==> src/rtl/duty_button_conditioner.sv <==
// duty_button_conditioner
//   Conditions the two raw duty-cycle push buttons feeding the PWM duty-cycle
//   update logic: two-FF synchroniser per button, debounce evaluated on a slow
//   sample tick, and registered single-cycle inc/dec request pulses.
//   Optional hold-to-repeat is compiled in with the AUTO_REPEAT_EN macro; when
//   the macro is undefined each debounced press yields exactly one pulse.
//
// Parameters
//   TICK_DIV       clk cycles per sample tick (>=1)
//   DEBOUNCE_TICKS consecutive differing ticks needed to change a level (>=1)
//   REPEAT_DELAY   ticks from press pulse to first repeat pulse (AUTO_REPEAT_EN)
//   REPEAT_RATE    ticks between later repeat pulses (AUTO_REPEAT_EN)
//
// Ports
//   clk          in   system clock
//   rst_n        in   asynchronous active-low reset
//   btn_inc_raw  in   raw increase button, asynchronous, active high
//   btn_dec_raw  in   raw decrease button, asynchronous, active high
//   inc_pulse    out  one-cycle increase-duty request
//   dec_pulse    out  one-cycle decrease-duty request
//   inc_level    out  debounced increase button level
//   dec_level    out  debounced decrease button level
//   sample_tick  out  one-cycle sample strobe
module duty_button_conditioner #(
   parameter int unsigned TICK_DIV       = 250000,
   parameter int unsigned DEBOUNCE_TICKS = 4,
   parameter int unsigned REPEAT_DELAY   = 20,
   parameter int unsigned REPEAT_RATE    = 5
) (
   input  logic clk,
   input  logic rst_n,
   input  logic btn_inc_raw,
   input  logic btn_dec_raw,
   output logic inc_pulse,
   output logic dec_pulse,
   output logic inc_level,
   output logic dec_level,
   output logic sample_tick
);

   localparam int unsigned PW = $clog2(TICK_DIV) + 1;
   localparam int unsigned DW = $clog2(DEBOUNCE_TICKS) + 1;
`ifdef AUTO_REPEAT_EN
   localparam int unsigned RMAX = (REPEAT_DELAY > REPEAT_RATE) ? REPEAT_DELAY : REPEAT_RATE;
   localparam int unsigned RW   = $clog2(RMAX) + 1;

   typedef enum logic [1:0] {RPT_IDLE, RPT_DELAY, RPT_REPEAT} rpt_state_t;
`endif

   logic [PW-1:0] pre_cnt;
   logic [PW-1:0] pre_nxt;
   logic          tick;
   logic [1:0]    raw;
   logic [1:0]    level;
   logic [1:0]    level_nxt;
   logic [1:0]    req;
   logic          both_held;

   // Prescaler; tick is registered so it is high exactly while the count
   // sits at TICK_DIV-1 and is 0 during reset.
   always_comb begin
      pre_nxt = (pre_cnt == PW'(TICK_DIV - 1)) ? '0 : pre_cnt + 1'b1;
   end

   always_ff @(posedge clk or negedge rst_n) begin
      if (!rst_n) begin
         pre_cnt <= '0;
         tick    <= 1'b0;
      end else begin
         pre_cnt <= pre_nxt;
         tick    <= (pre_nxt == PW'(TICK_DIV - 1));
      end
   end

   assign sample_tick = tick;
   assign raw         = {btn_dec_raw, btn_inc_raw};

   // Index 0 = increase button, index 1 = decrease button.
   for (genvar b = 0; b < 2; b++) begin : g_btn
      logic          s1;
      logic          s2;
      logic          lvl;
      logic          lvl_nxt;
      logic          rise;
      logic [DW-1:0] cnt;
      logic [DW-1:0] cnt_nxt;

      always_comb begin
         lvl_nxt = lvl;
         cnt_nxt = cnt;
         rise    = 1'b0;
         if (tick) begin
            if (s2 == lvl) begin
               cnt_nxt = '0;
            end else if (cnt == DW'(DEBOUNCE_TICKS - 1)) begin
               lvl_nxt = s2;
               cnt_nxt = '0;
               rise    = s2;
            end else begin
               cnt_nxt = cnt + 1'b1;
            end
         end
      end

      always_ff @(posedge clk or negedge rst_n) begin
         if (!rst_n) begin
            s1  <= 1'b0;
            s2  <= 1'b0;
            lvl <= 1'b0;
            cnt <= '0;
         end else begin
            s1  <= raw[b];
            s2  <= s1;
            lvl <= lvl_nxt;
            cnt <= cnt_nxt;
         end
      end

      assign level[b]     = lvl;
      assign level_nxt[b] = lvl_nxt;

`ifdef AUTO_REPEAT_EN
      rpt_state_t    st;
      rpt_state_t    st_nxt;
      logic [RW-1:0] rc;
      logic [RW-1:0] rc_nxt;
      logic          rpt;

      // Leaving on the falling level edge (lvl_nxt==0) returns to IDLE in the
      // same cycle the level drops, so no repeat can fire on that cycle.
      always_comb begin
         st_nxt = st;
         rc_nxt = rc;
         rpt    = 1'b0;
         if (!lvl_nxt) begin
            st_nxt = RPT_IDLE;
            rc_nxt = '0;
         end else begin
            case (st)
               RPT_IDLE: begin
                  if (rise) begin
                     st_nxt = RPT_DELAY;
                     rc_nxt = '0;
                  end
               end
               RPT_DELAY: begin
                  if (tick) begin
                     if (rc == RW'(REPEAT_DELAY - 1)) begin
                        st_nxt = RPT_REPEAT;
                        rc_nxt = '0;
                        rpt    = 1'b1;
                     end else if (rc != '1) begin
                        rc_nxt = rc + 1'b1;
                     end
                  end
               end
               RPT_REPEAT: begin
                  if (tick) begin
                     if (rc == RW'(REPEAT_RATE - 1)) begin
                        rc_nxt = '0;
                        rpt    = 1'b1;
                     end else if (rc != '1) begin
                        rc_nxt = rc + 1'b1;
                     end
                  end
               end
               default: begin
                  st_nxt = RPT_IDLE;
                  rc_nxt = '0;
               end
            endcase
         end
      end

      always_ff @(posedge clk or negedge rst_n) begin
         if (!rst_n) begin
            st <= RPT_IDLE;
            rc <= '0;
         end else begin
            st <= st_nxt;
            rc <= rc_nxt;
         end
      end

      assign req[b] = rise | rpt;
`else
      assign req[b] = rise;
`endif
   end

   // Suppression uses the levels as they will read alongside the pulse, so a
   // press that completes the both-held condition is itself suppressed.
   assign both_held = &level_nxt;

   always_ff @(posedge clk or negedge rst_n) begin
      if (!rst_n) begin
         inc_pulse <= 1'b0;
         dec_pulse <= 1'b0;
      end else begin
         inc_pulse <= req[0] & ~req[1] & ~both_held;
         dec_pulse <= req[1] & ~req[0] & ~both_held;
      end
   end

   assign inc_level = level[0];
   assign dec_level = level[1];

endmodule

==> config.mk <==
export PLATFORM = sky130hd
export DESIGN_NAME = duty_button_conditioner
export DESIGN_NICKNAME = d
export VERILOG_FILES = /design/src/rtl/duty_button_conditioner.sv
export SDC_FILE = /design/constraint.sdc
export NUM_CORES = 1
export LEC_CHECK = 0
export CAP_MARGIN = 5
export CORE_MARGIN = 8
export CORE_UTILIZATION = 45
export DETAILED_ROUTE_END_ITERATION = 6
export MAX_ROUTING_LAYER = met4
export SYNTH_ARGS = -nofsm -noshare
export SYNTH_HDL_FRONTEND = slang
export SYNTH_SLANG_ARGS = --single-unit
export TNS_END_PERCENT = 100
==> constraint.sdc <==
create_clock -name clk -period 2.05 [get_ports clk]
set_input_delay 0.41 -clock clk [delete_from_list [all_inputs] [get_ports clk]]
set_output_delay 0.41 -clock clk [all_outputs]
set_load 0.03 [all_outputs]
==> impl_metrics.json, run 1 <==
{
  "run_status": "finished, final reports clean",
  "wirelength_microns": 3360,
  "cts_resized": 0,
  "diodes": 0,
  "final_util_pct": 52.2,
  "drive_gt1_share_pct": 16.3,
  "wl_per_cell_microns": 14.3,
  "holdWs_ns": 0.357,
  "fmax_ghz": 0.553,
  "critPathKind": "reg2out",
  "slowest_stage": "clkdlybuf4s50_1",
  "slew-limit-headroom_pct": 72.0,
  "cp_max_fo": 5,
  "dp_worst_setup_slack_ns": 0.254,
  "rows": 23,
  "critPathBufInv": 1,
  "cts_buffers": 5,
  "yosysWarnings": 0,
  "final.fill_count": 345,
  "post_synth.cell_area_avg_sq_um": 10.7,
  "synthesis.area_sq_um": 1780,
  "synth_fp_nets": 173,
  "worst-r2r-setup-slack_ns": 0.24,
  "hpwl_microns": 2500,
  "grt_pass1_vias": 1215,
  "fin_ws_ns": 0.240,
  "leakage_nw": 0.906,
  "drv_slew": 0,
  "startpoint_type": "register",
  "place_inst": 226,
  "crit_chain": "clkdlybuf4s50_1",
  "dieArea_sq_um": 6230,
  "gp_congestion": 0.896,
  "synth_cell_types": 43,
  "peakVddDrop_uv": 289,
  "synthArstFlopShare_pct": 100,
  "clk_pin_slew_ns": 0.07,
  "drc": 0,
  "critPathMaxStageDelay_ns": 0.70,
  "cp-end-kind": "output port",
  "root_buffer": "clkbuf_8",
  "first_iter_violations": 65,
  "startpoint": "dec_level",
  "yosys-top-cells-area": "dfrtp_1 (48%), xnor2_1 (6.4%), nor2_1 (3.6%)",
  "clockBufferDepth": 2,
  "cts_tree": "built",
  "gr-total-overflow": 0,
  "core-area_sq_um": 3910,
  "fin_worst_skew_ns": 0.00359,
  "final.min_clock_period_ns": 1.81,
  "fin_crit_sh_pct": 88.3,
  "finalPower_mw": 1.22,
  "setup_tns_ns": 0,
  "pin_count": 9,
  "p_per_area_nw_per_um2": 596,
  "synthCells": 166,
  "seq_area_frac_synth_pct": 47.8,
  "clock_latency_ns": 0.29,
  "synth_enable_flop_cells": 0,
  "synthFlopType": "dfrtp_1",
  "rsz0062_at_grt": "false",
  "r2r_start": "pre_cnt[1]",
  "ant_nets": 0,
  "final_common_cell": "dfrtp_1",
  "clock_sinks": 34,
  "hold_path.startpoint": "g_btn[1].s1",
  "area_growth_pct": 14.6,
  "vias_per_cell": 5.39,
  "h-tree-depth": 2,
  "setup_viol": 0,
  "die_h_microns": 78.9,
  "drt-pass1-iter-count": 4,
  "drv_cap": 0,
  "antenna_found_initial": 0,
  "worstPathRequired_ns": 1.64,
  "ys_ff_latch": 34,
  "post_cts_buffers": 0,
  "grt_first_pass_wirelength_microns": 5530,
  "worst_ep_arrival_time_ns": 1.40,
  "holdCritPathClass": "reg2reg",
  "route.vias.total": 1261,
  "layout_common_cells": "dfrtp_1 (34), nor2_1 (17), xnor2_1 (13)",
  "grt.total_usage_pct": 11.7,
  "synth_top_area_share_pct": 47.8,
  "cts_hold_buffers": 0,
  "yosys.area.top_type": "dfrtp_1",
  "dpl-instance-area_sq_um": 1950,
  "portBuffers": 8,
  "tightest_slew_ns": 0.420,
  "die_x_microns": 78.9,
  "final_cell_count_no_fill": 234,
  "nets": 190,
  "crit_family": "buffers and inverters",
  "hold_viol_final": 0,
  "initial_core_util_pct": 45.5,
  "final_cell_area_sq_um": 2040,
  "grt_max_degree": 35
}
[state kept, by name (all words and copies together) (netlist names)]
register,count
pre_cnt,19
sample_tick,1
inc_pulse,1
inc_level,1
dec_pulse,1
g_btn.s2,2
dec_level,1
g_btn.s1,2
g_btn.cnt,6
[final cells by class]
cell class	count	area [sq um]	share of cell area [%]
Tap cell	50	62.6	3.06
Clock buffer	6	82.6	4.04
Multi-Input combinational cell	115	848	41.5
Clock inverter	2	12.5	0.613
Inverter	10	37.5	1.84
Timing Repair Buffer	17	148	7.23
Sequential cell	34	851	41.7
[worst paths after layout]
path / end / depth (start not counted)
max: dec_level / 1
min: g_btn[1].s2 / 0
max reg2reg: sample_tick / 7
min reg2reg: g_btn[1].s2 / 0
max in group asynchronous: pre_cnt[9] / 2
min in group asynchronous: g_btn[1].cnt[1] / 2
[report_power, final]
part | switching, mW | leakage (nW) | internal [mW]
registers | 0.00231 | 0.451 | 0.675
clock network | 0.247 | 0.0472 | 0.270
logic | 0.0155 | 0.407 | 0.00893
total | 0.264 | 0.906 | 0.953
[kinds of logic after synthesis]
| logic type | after synthesis | share of synthesized area [%] |
|---|---|---|
| xor+xnor | 20 | 9.83 |
| mux | 2 | 1.26 |
| buf+inv | 17 | 4.63 |
| simple gates | 72 | 27.0 |
| compound gates | 18 | 7.44 |
| flops | 34 | 47.8 |
| fa+ha+maj | 3 | 2.11 |
[routing by layer]
layer	vias up	wire [microns]	global-route usage [%]
met5	-	0	-
li1	624	-	-
met2	33	1650	18.8
met4	0	53	6.67
met3	5	183	3.61
met1	599	1470	12.7
[cells in the mapped netlist, types with 3 or more instances]
| cell type | number |
|---|---|
| nor2_1 | 17 |
| nand4b_1 | 3 |
| inv_1 | 10 |
| and3_1 | 4 |
| nand4_1 | 5 |
| xor2_1 | 7 |
| nor4_1 | 4 |
| nand3_1 | 10 |
| nand2_1 | 9 |
| clkbuf_1 | 3 |
| ha_1 | 3 |
| dfrtp_1 | 34 |
| xnor2_1 | 13 |
| o21ai_0 | 5 |
| nor4b_1 | 3 |
(Power assumes the default switching activity.)
==> run 2, diff against run 1 <==
- clock period: 2.05 -> 1.9 ns (I/O delays scaled with it)
==> run 2 against run 1 <==
  * Critical path type is now reg2reg
  * Largest cell class is now multi-input gates
  * Sequential share of layout area shrank 0.50 points
  * Clock power fell by 6.6%
  * Utilization up 0.64 points
  * Die area unchanged
  * Critical path depth increased by 4
  * Register-to-register slack worse by 0.15 ns
  * Power increased by 1.8%
==> impl_metrics.json, run 2 (same netlist as run 1, synthesis figures left out) <==
{
  "gp_congestion": 0.909,
  "grt_pass1_vias": 1359,
  "seq_power_share_pct": 59.0,
  "first_iter_violations": 91,
  "layout_common_cells": "dfrtp_1 (34), nor2_1 (17), buf_4 (14)",
  "holdPathStages": 0,
  "die_x_microns": 78.9,
  "clk_pin_slew_ns": 0.06,
  "critPathKind": "reg2reg",
  "worst_ep_arrival_time_ns": 1.99,
  "antenna_found_initial": 0,
  "hpwl_microns": 2690,
  "pin_count": 9,
  "clockPowerShare_pct": 38.9,
  "crit_chain": "nand2_4 > nor4_4 > mux2_2 > a211o_1 > nor4_2",
  "top_register": "pre_cnt",
  "drv_cap": 0,
  "final_common_cell": "dfrtp_1",
  "cp-end-kind": "register",
  "drc": 0,
  "vias_per_cell": 5.43,
  "cp_max_fo": 7,
  "leakage_nw": 0.924,
  "final.min_clock_period_ns": 1.81,
  "core-area_sq_um": 3910,
  "path_depth": 5,
  "grt.total_usage_pct": 13.7,
  "startpoint_type": "register",
  "p_switching_mw": 0.249,
  "p_int_mw": 0.990,
  "r2r_cells": 5,
  "diodes": 0,
  "critPathMaxStageDelay_ns": 0.49,
  "fin_crit_sh_pct": 95.2,
  "nets": 195,
  "clock_sinks": 34,
  "largest_reg_flops": 19,
  "final.fill_count": 372,
  "h-tree-depth": 2,
  "rows": 23,
  "drt-pass1-iter-count": 4,
  "root_buffer": "clkbuf_8",
  "hold_viol_final": 0,
  "cts_buffers": 5,
  "multiInputGateArea_sq_um": 855,
  "clockBufferDepth": 2,
  "run_status": "finished, final reports clean",
  "fin_ws_ns": 0.0905,
  "portBuffers": 8,
  "die_h_microns": 78.9,
  "swShare_pct": 20.1,
  "fmax_ghz": 0.553,
  "fin_worst_skew_ns": 0.00250,
  "crit_family": "simple AND/OR/NAND/NOR gates",
  "grt_max_degree": 35,
  "tightest_slew_ns": 0.441,
  "critPathBufInv": 0,
  "gr-total-overflow": 0,
  "worstPathRequired_ns": 2.08,
  "slowest_stage": "dfrtp_1",
  "ant_nets": 0,
  "cts_tree": "built",
  "dp_worst_setup_slack_ns": 0.116,
  "drive_gt1_share_pct": 17.6,
  "dieArea_sq_um": 6230,
  "grt_first_pass_wirelength_microns": 6440,
  "holdCritPathClass": "reg2reg",
  "post_cts_buffers": 0,
  "peakVddDrop_uv": 383,
  "final_util_pct": 52.8,
  "route.vias.total": 1292,
  "setup_viol": 0,
  "area.sequential_sq_um": 851,
  "clock_latency_ns": 0.28,
  "initial_core_util_pct": 45.5,
  "drv_slew": 0,
  "slew-limit-headroom_pct": 70.3,
  "area_growth_pct": 16.0,
  "combPwrFrac_pct": 2.1,
  "wl_per_cell_microns": 15.0,
  "wirelength_microns": 3560,
  "p_per_area_nw_per_um2": 599,
  "top_regs": "pre_cnt x19, g_btn.cnt x6"
}
run 2: worst paths after layout:
check	from	end	slack [ns]
setup / recovery	pre_cnt[9]	sample_tick	0.09
hold / removal	g_btn[1].s1	g_btn[1].s2	0.35
setup reg to reg	pre_cnt[9]	sample_tick	0.09
hold reg to reg	g_btn[1].s1	g_btn[1].s2	0.35
max in group asynchronous	rst_n	inc_level	1.08
min in group asynchronous	rst_n	g_btn[0].cnt[2]	0.50
run 2: routing by layer:
metal | GRT usage, % | part of all wire [%] | vias up
met5 | - | 0 | -
met4 | 6.11 | 2.4 | 0
met3 | 5.42 | 4.9 | 7
met2 | 19.6 | 45 | 22
met1 | 16.5 | 47 | 629
li1 | - | - | 634
run 2: power by group through the flow:
stage / Sequential, mW / Clock [mW] / Combinational [mW]
floorplan: 0.743 / 0 / 0.00511
global placement: 0.744 / 0 / 0.0275
detailed placement: 0.744 / 0 / 0.0280
CTS: 0.731 / 0.503 / 0.0283
global route: 0.731 / 0.541 / 0.0312
finish: 0.731 / 0.482 / 0.0266
run 2: repair_timing:
item	4_1_cts	5_1_grt
resized for setup	0	1
hold buffers	0	0
setup endpoints to repair	0	1
run 2: area by class of cell:
class / instances / area share (%)
clock buffers: 7 / 3.69
inverters: 10 / 1.82
multi-input cells: 115 / 41.3
flip-flops and latches: 34 / 41.2
well taps: 50 / 3.03
repair buffers: 22 / 8.96
run 2: stage by stage:
step | setup TNS (ns) | instance area (sq um) | hold WS, ns | power (mW) | std cells
after floorplan | 0 | 1780 | 0.0844 | 0.749 | 166
after global placement | 0 | 1980 | 0.336 | 0.771 | 231
after detailed placement | 0 | 1980 | 0.346 | 0.772 | 231
after CTS | 0 | 2060 | 0.360 | 1.26 | 238
after global routing | -0.00374 | 2070 | 0.367 | 1.30 | 238
final | 0 | 2070 | 0.354 | 1.24 | 238
==> run 3, diff against run 2 <==
- SLEW_MARGIN: unset -> 15
==> results of run 3 <==
No change in the layout: final DEF, timing and power equal those of run 2.
